==> config.mk <==
export PLATFORM = sky130hd
export DESIGN_NAME = uart_tx_fifo
export DESIGN_NICKNAME = d
export VERILOG_FILES = /design/src/rtl/uart_pkg.sv /design/src/rtl/sync_fifo.sv /design/src/rtl/uart_tx_fifo.sv
export SDC_FILE = /design/constraint.sdc
export NUM_CORES = 1
export LEC_CHECK = 0
export ABC_AREA = 1
export CAP_MARGIN = 20
export CORE_AREA = 2 2 157 159
export CTS_CLUSTER_DIAMETER = 30
export CTS_CLUSTER_SIZE = 12
export DETAILED_ROUTE_END_ITERATION = 10
export DIE_AREA = 0 0 159 161
export PLACE_DENSITY_LB_ADDON = 0.1
export SLEW_MARGIN = 20
export SYNTH_ARGS = -nofsm -noshare
export SYNTH_HDL_FRONTEND = slang
export SYNTH_SLANG_ARGS = --single-unit
==> constraint.sdc <==
create_clock -name clk -period 7.07 [get_ports clk]
set_input_delay 0.707 -clock clk [delete_from_list [all_inputs] [get_ports clk]]
set_output_delay 0.707 -clock clk [all_outputs]
set_load 0.02 [all_outputs]
==> src/rtl/uart_pkg.sv <==
// Shared UART definitions: TX FIFO sizing, TX FIFO launch-FSM states and
// status-register bit positions used by the register block.
package uart_pkg;

  localparam int unsigned UART_TX_FIFO_DEPTH = 16;

  // Status register (SR) bit positions for the TX FIFO flags
  localparam int unsigned SR_TXEMPTY_BIT = 4;
  localparam int unsigned SR_TXFULL_BIT  = 5;
  localparam int unsigned SR_TXOVF_BIT   = 6;

  typedef enum logic [1:0] {
    TXF_IDLE       = 2'd0,
    TXF_LAUNCH     = 2'd1,
    TXF_WAIT_START = 2'd2,
    TXF_WAIT_DONE  = 2'd3
  } uart_tx_fifo_state_t;

endpackage

==> src/rtl/sync_fifo.sv <==
// Generic single-clock FIFO: circular buffer, wrapping pointers, level counter,
// registered full/empty. Reusable for TX and RX paths.
// Ports:
//   clk, rst_n        clock, async active-low reset
//   flush_i           synchronous clear, overrides push/pop
//   push_i, wdata_i   write strobe and data (accepted if not full, or if popping)
//   pop_i             read strobe (ignored when empty)
//   rdata_c_o         head entry, combinational from storage
//   empty_o, full_o   registered flags
//   level_o           registered entry count
//   empty_next_c_o    value empty_o takes after this edge
module sync_fifo #(
  parameter int unsigned DEPTH      = 16,
  parameter int unsigned DATA_WIDTH = 8
) (
  input  logic                    clk,
  input  logic                    rst_n,
  input  logic                    flush_i,
  input  logic                    push_i,
  input  logic [DATA_WIDTH-1:0]   wdata_i,
  input  logic                    pop_i,
  output logic [DATA_WIDTH-1:0]   rdata_c_o,
  output logic                    empty_o,
  output logic                    full_o,
  output logic [$clog2(DEPTH):0]  level_o,
  output logic                    empty_next_c_o
);

  localparam int unsigned AW = $clog2(DEPTH);
  localparam int unsigned LW = AW + 1;

  logic [DATA_WIDTH-1:0] mem_q [DEPTH];
  logic [AW-1:0]         wr_ptr_q, wr_ptr_d;
  logic [AW-1:0]         rd_ptr_q, rd_ptr_d;
  logic [LW-1:0]         level_q, level_d;
  logic                  empty_q, full_q;
  logic                  push_ok, pop_ok;

  // A push into a full FIFO is still accepted when a pop frees a slot this cycle
  assign pop_ok  = pop_i && !empty_q && !flush_i;
  assign push_ok = push_i && (!full_q || pop_ok) && !flush_i;

  // Next-state pointers and level
  always_comb begin
    wr_ptr_d = wr_ptr_q;
    rd_ptr_d = rd_ptr_q;
    level_d  = level_q;
    if (flush_i) begin
      wr_ptr_d = '0;
      rd_ptr_d = '0;
      level_d  = '0;
    end else begin
      if (push_ok) wr_ptr_d = wr_ptr_q + AW'(1);
      if (pop_ok)  rd_ptr_d = rd_ptr_q + AW'(1);
      level_d = level_q + LW'(push_ok) - LW'(pop_ok);
    end
  end

  always_ff @(posedge clk or negedge rst_n) begin
    if (!rst_n) begin
      wr_ptr_q <= '0;
      rd_ptr_q <= '0;
      level_q  <= '0;
      empty_q  <= 1'b1;
      full_q   <= 1'b0;
    end else begin
      wr_ptr_q <= wr_ptr_d;
      rd_ptr_q <= rd_ptr_d;
      level_q  <= level_d;
      empty_q  <= (level_d == '0);
      full_q   <= (level_d == LW'(DEPTH));
    end
  end

  // Storage needs no reset; validity is tracked by the level counter
  always_ff @(posedge clk) begin
    if (push_ok) mem_q[wr_ptr_q] <= wdata_i;
  end

  assign rdata_c_o      = mem_q[rd_ptr_q];
  assign empty_o        = empty_q;
  assign full_o         = full_q;
  assign level_o        = level_q;
  assign empty_next_c_o = (level_d == '0);

endmodule

==> src/rtl/uart_tx_fifo.sv <==
// TX byte buffer between the UART register block and uart_transmitter.
// Queues bytes, pops one at a time and launches it with a one-cycle
// tx_data_valid pulse, then waits for the transmitter's busy to rise and fall.
// Ports:
//   clk, rst_n            clock, async active-low reset
//   en                    UART enable; gates new launches only
//   flush                 clears FIFO contents and overflow
//   wr_valid, wr_data     push strobe and byte (TDR write)
//   tx_busy               busy from uart_transmitter
//   tx_data_valid         one-cycle launch pulse
//   tx_data               byte held stable for the whole frame
//   empty, full, level    FIFO status (registered)
//   overflow              sticky push-while-full flag
//   idle                  FIFO empty, FSM idle, transmitter not busy
module uart_tx_fifo
  import uart_pkg::*;
#(
  parameter int unsigned DEPTH      = UART_TX_FIFO_DEPTH,
  parameter int unsigned DATA_WIDTH = 8
) (
  input  logic                    clk,
  input  logic                    rst_n,
  input  logic                    en,
  input  logic                    flush,
  input  logic                    wr_valid,
  input  logic [DATA_WIDTH-1:0]   wr_data,
  input  logic                    tx_busy,
  output logic                    tx_data_valid,
  output logic [DATA_WIDTH-1:0]   tx_data,
  output logic                    empty,
  output logic                    full,
  output logic [$clog2(DEPTH):0]  level,
  output logic                    overflow,
  output logic                    idle
);

  uart_tx_fifo_state_t   state_q;
  logic                  tx_data_valid_q;
  logic [DATA_WIDTH-1:0] tx_data_q;
  logic                  overflow_q;
  logic                  idle_q;
  logic [DATA_WIDTH-1:0] head_c;
  logic                  empty_next_c;
  logic                  pop_c;
  logic                  to_idle_c;

  sync_fifo #(
    .DEPTH      (DEPTH),
    .DATA_WIDTH (DATA_WIDTH)
  ) u_fifo (
    .clk            (clk),
    .rst_n          (rst_n),
    .flush_i        (flush),
    .push_i         (wr_valid),
    .wdata_i        (wr_data),
    .pop_i          (pop_c),
    .rdata_c_o      (head_c),
    .empty_o        (empty),
    .full_o         (full),
    .level_o        (level),
    .empty_next_c_o (empty_next_c)
  );

  // Pop only on the IDLE->LAUNCH transition; flush suppresses it
  assign pop_c = (state_q == TXF_IDLE) && en && !empty && !flush;

  // FSM will be in IDLE after this edge
  assign to_idle_c = ((state_q == TXF_IDLE) && !pop_c) ||
                     ((state_q == TXF_WAIT_DONE) && !tx_busy);

  // Launch FSM with registered outputs and sticky overflow
  always_ff @(posedge clk or negedge rst_n) begin
    if (!rst_n) begin
      state_q         <= TXF_IDLE;
      tx_data_valid_q <= 1'b0;
      tx_data_q       <= '0;
      overflow_q      <= 1'b0;
      idle_q          <= 1'b1;
    end else begin
      tx_data_valid_q <= 1'b0;
      case (state_q)
        TXF_IDLE: begin
          if (pop_c) begin
            state_q         <= TXF_LAUNCH;
            tx_data_valid_q <= 1'b1;
            tx_data_q       <= head_c;
          end
        end
        TXF_LAUNCH:     state_q <= TXF_WAIT_START;
        TXF_WAIT_START: if (tx_busy)  state_q <= TXF_WAIT_DONE;
        TXF_WAIT_DONE:  if (!tx_busy) state_q <= TXF_IDLE;
        default:        state_q <= TXF_IDLE;
      endcase

      if (flush)                                overflow_q <= 1'b0;
      else if (wr_valid && full && !pop_c)      overflow_q <= 1'b1;

      idle_q <= to_idle_c && empty_next_c && !tx_busy;
    end
  end

  assign tx_data_valid = tx_data_valid_q;
  assign tx_data       = tx_data_q;
  assign overflow      = overflow_q;
  assign idle          = idle_q;

endmodule

==> metrics.md <==
| Metric | Value |
|---|---|
| Worst-Margin Slew | `1110 ps` |
| Core Area | `24000 um^2` |
| Cell taking the most area after synthesis | `edfxtp_1` |
| Clock root buffer | `clkbuf_16` |
| Post-Syn Instances | `705` |
| Synth Cell Area | `7040 um^2` |
| VDD IR-drop max | `0.138 mV` |
| Post-Synth Simple-Gate Area | `21.9%` |
| Vias | `4779` |
| Worst-path maximum fanout | `13` |
| Syn_nets | `734` |
| Synth Warn # | `0` |
| Synth Area per Inst | `9.99 um^2` |
| Min-Delay Path Class | `register to register` |
| Worst reg2reg path depth | `13` |
| Post-place setup slack | `3120 ps` |
| # resized after CTS | `0` |
| RSZ-0062 raised after global routing | `false` |
| Delay of the slowest critical-path stage | `790 ps` |
| CP Capture Type | `register` |
| Die area | `25600 um^2` |
| Drt via density | `4.48` |
| Dpl cell area | `7610 um^2` |
| DP HPWL | `12.4 mm` |
| Post-synth top cells | `nand2_1, edfxtp_1, inv_1` |
| DR DRC count | `0` |
| FP Rows | `57` |
| Initial antenna violation count | `0` |
| Final Cell Area | `8240 um^2` |
| Final Cycle Share | `49.2%` |
| EDFF count, synth | `128` |
| Die Y | `161 um` |
| TritonCTS Buffers | `17` |
| Multi-input logic area | `1880 um^2` |
| Pwr Density | `324 nW/um^2` |
| Top post-synthesis cells by area | `edfxtp_1, nand2_1, dfrtp_1, nand3_1, inv_1` |
| Num Clock Sinks | `156` |
| Pin count of the biggest net entering global routing | `65` |
| Area grow syn2layout | `17.1%` |
| Slowest cell on crit path | `nor2_1` |
| Final Hold Fails | `0` |
| WP data required | `7420 ps` |
| Final worst slack | `3590 ps` |
| H-tree levels | `4` |
| Overall Global Routing Usage | `15.1%` |
| Yosys top cell area share | `54.6%` |
| Arr. time, crit path | `3830 ps` |
| Number of port buffers | `31` |
| Layout Nets | `759` |
| Clock Latency Late Sink | `430 ps` |
| Count leader, synth | `nand2_1` |
| Maxcap violations | `0` |
| Slew Limit Headroom | `25.6%` |
| Initial Util | `29.4%` |
| Clock Path Buffers | `2` |
| Final ANT Viol Nets | `0` |
| Setup TNS Final | `0 ps` |
| Number of global-route vias before repair | `4978` |
| Worst setup SP type | `input port` |
| Main combinational cell family by area after synthesis | `simple AND/OR/NAND/NOR gates` |
| Number of setup buffers added after CTS | `0` |
| Ys async rst share | `17.9%` |
| Main synth FF type | `edfxtp_1` |
| Synth Area in Compound Gates | `1.40%` |
| RePlAce Congestion | `0.815` |
| Netlist cell types | `28` |
| Total power | `0.00267 W` |
| Clock transition at path regs | `60 ps` |
| Status | `finished clean` |
| Critical Path, Cell by Cell | `clkdlybuf4s50_1 -> nor2_1 -> ha_1 -> inv_1 -> ha_1 -> fa_1 -> inv_1 -> a21oi_1 -> nor2_1 -> nand2_1 -> nor3_1` |
| Setup violators final | `0` |
| Gr ovfl total | `0` |
| CP Class | `input port to register` |
| Ports | `32` |
| Drt first pass iters | `6` |
| Filler cell count in the final layout | `2500` |
| Max Transition Viols Final | `0` |
| Leak pwr | `3.48 nW` |
| Flops & latches, synth | `156` |
| Sequential share of the synthesized area | `64.6%` |
| Adder-Cell Fraction of Synth Area | `2.77%` |
| Hold path cells | `2` |
| Storage cell area | `4550 um^2` |
| Period minus WS final | `3480 ps` |
| DIE WIDTH | `159 um` |
| Antenna cells | `0` |
| Mux cell area share after synthesis | `0%` |
| # hold bufs at CTS | `0` |
| Setup Skew | `8.04 ps` |
| Share of layout cells above drive strength 1 | `6.46%` |
| Routed wire length per instance | `17.5 um` |
| XOR/XNOR Fraction of Synth Area | `0.124%` |
| First-pass GRT wire length | `28.6 mm` |
| Max Freq | `288 MHz` |
| First DRT Iteration DRCs | `257` |
| DRT Wirelength | `18.7 mm` |
| CTS tree | `yes` |
-- worst paths after layout --
| kind | to | slack, ps | startpoint |
|---|---|---|---|
| max | idle | 3590 | flush |
| min | tx_data[3] | 490 | tx_data[3] |
| max reg2reg | idle | 3920 | state_q[0] |
| min reg2reg | tx_data[3] | 490 | tx_data[3] |
| max in group asynchronous | u_fifo.empty_o | 6090 | rst_n |
| min in group asynchronous | tx_data[1] | 660 | rst_n |
-- critical path: cells and delay by family --
kind | cells | cell delay (ps)
AOI/OAI and AO/OA | 1 | 60
adders and majority gates | 3 | 990
buffers and inverters | 3 | 900
and+or+nand+nor | 4 | 1180
-- cells by family (layout without fill, tap and decap cells) --
kind of cell,after synthesis,after routing
compound gates,19,19
flops,156,156
xor+xnor,1,1
fa+ha+maj,15,15
simple gates,360,360
buf+inv,154,192
-- flip-flops by register name (all words and copies together), names as in the netlist --
signal	cells
u_fifo.empty_o	1
overflow	1
u_fifo.rd_ptr_q	4
u_fifo.wr_ptr_q	4
idle	1
u_fifo.level_o	5
state_q	2
u_fifo.mem_q	128
tx_data_valid	1
tx_data	8
u_fifo.full_o	1
-- power breakdown --
part / switching (W) / internal (W)
clock network: 0.000362 / 0.000586
logic: 0.000390 / 0.000206
registers: 0.0000654 / 0.00106
total: 0.000817 / 0.00185
-- layer usage --
metal / global-route usage [%] / up-vias / wire length, um
met2: 26.3 / 85 / 9280
met4: 5.58 / 0 / 390
met3: 2.77 / 27 / 598
li1: - / 2316 / -
met5: 0 / - / 0
met1: 18.8 / 2351 / 8430
-- stage by stage --
stage / hold WS, ps / utilization (%) / instances
floorplan: 411 / - / 705
global placement: 485 / 31.7 / 1035
detailed placement: 484 / 31.7 / 1035
CTS: 500 / 34.3 / 1067
global route: 516 / 34.4 / 1067
finish: 493 / 34.4 / 1067
-- cell usage in the layout, fill, tap and decap left out, types with 2 or more instances in the layout --
cell,synthesis,layout
nand2_1,210,210
edfxtp_1,128,128
inv_1,123,122
nand3_1,104,104
clkdlybuf4s50_1,0,31
nor2_1,24,24
dfrtp_1,26,24
clkbuf_16,0,17
ha_1,14,14
nor3_1,16,10
a21oi_1,9,9
o21ai_0,7,7
nor3_2,0,6
clkinv_1,1,4
bufinv_16,0,4
inv_2,2,3
clkinvlp_4,0,3
nand2_4,2,2
clkbuf_1,3,2
clkinv_2,0,2
dfstp_2,2,2
buf_4,4,2
dfrtp_2,0,2
-- area by class of cell --
cell class	count	share of cell area, %
sequential	156	55.2
timing repair buffer	33	3.95
multi-input combinational	395	22.8
tap	324	4.92
clock inverter	13	2.09
clock buffer	19	5.25
inverter	127	5.81
Power figures use the tool's default switching activity.
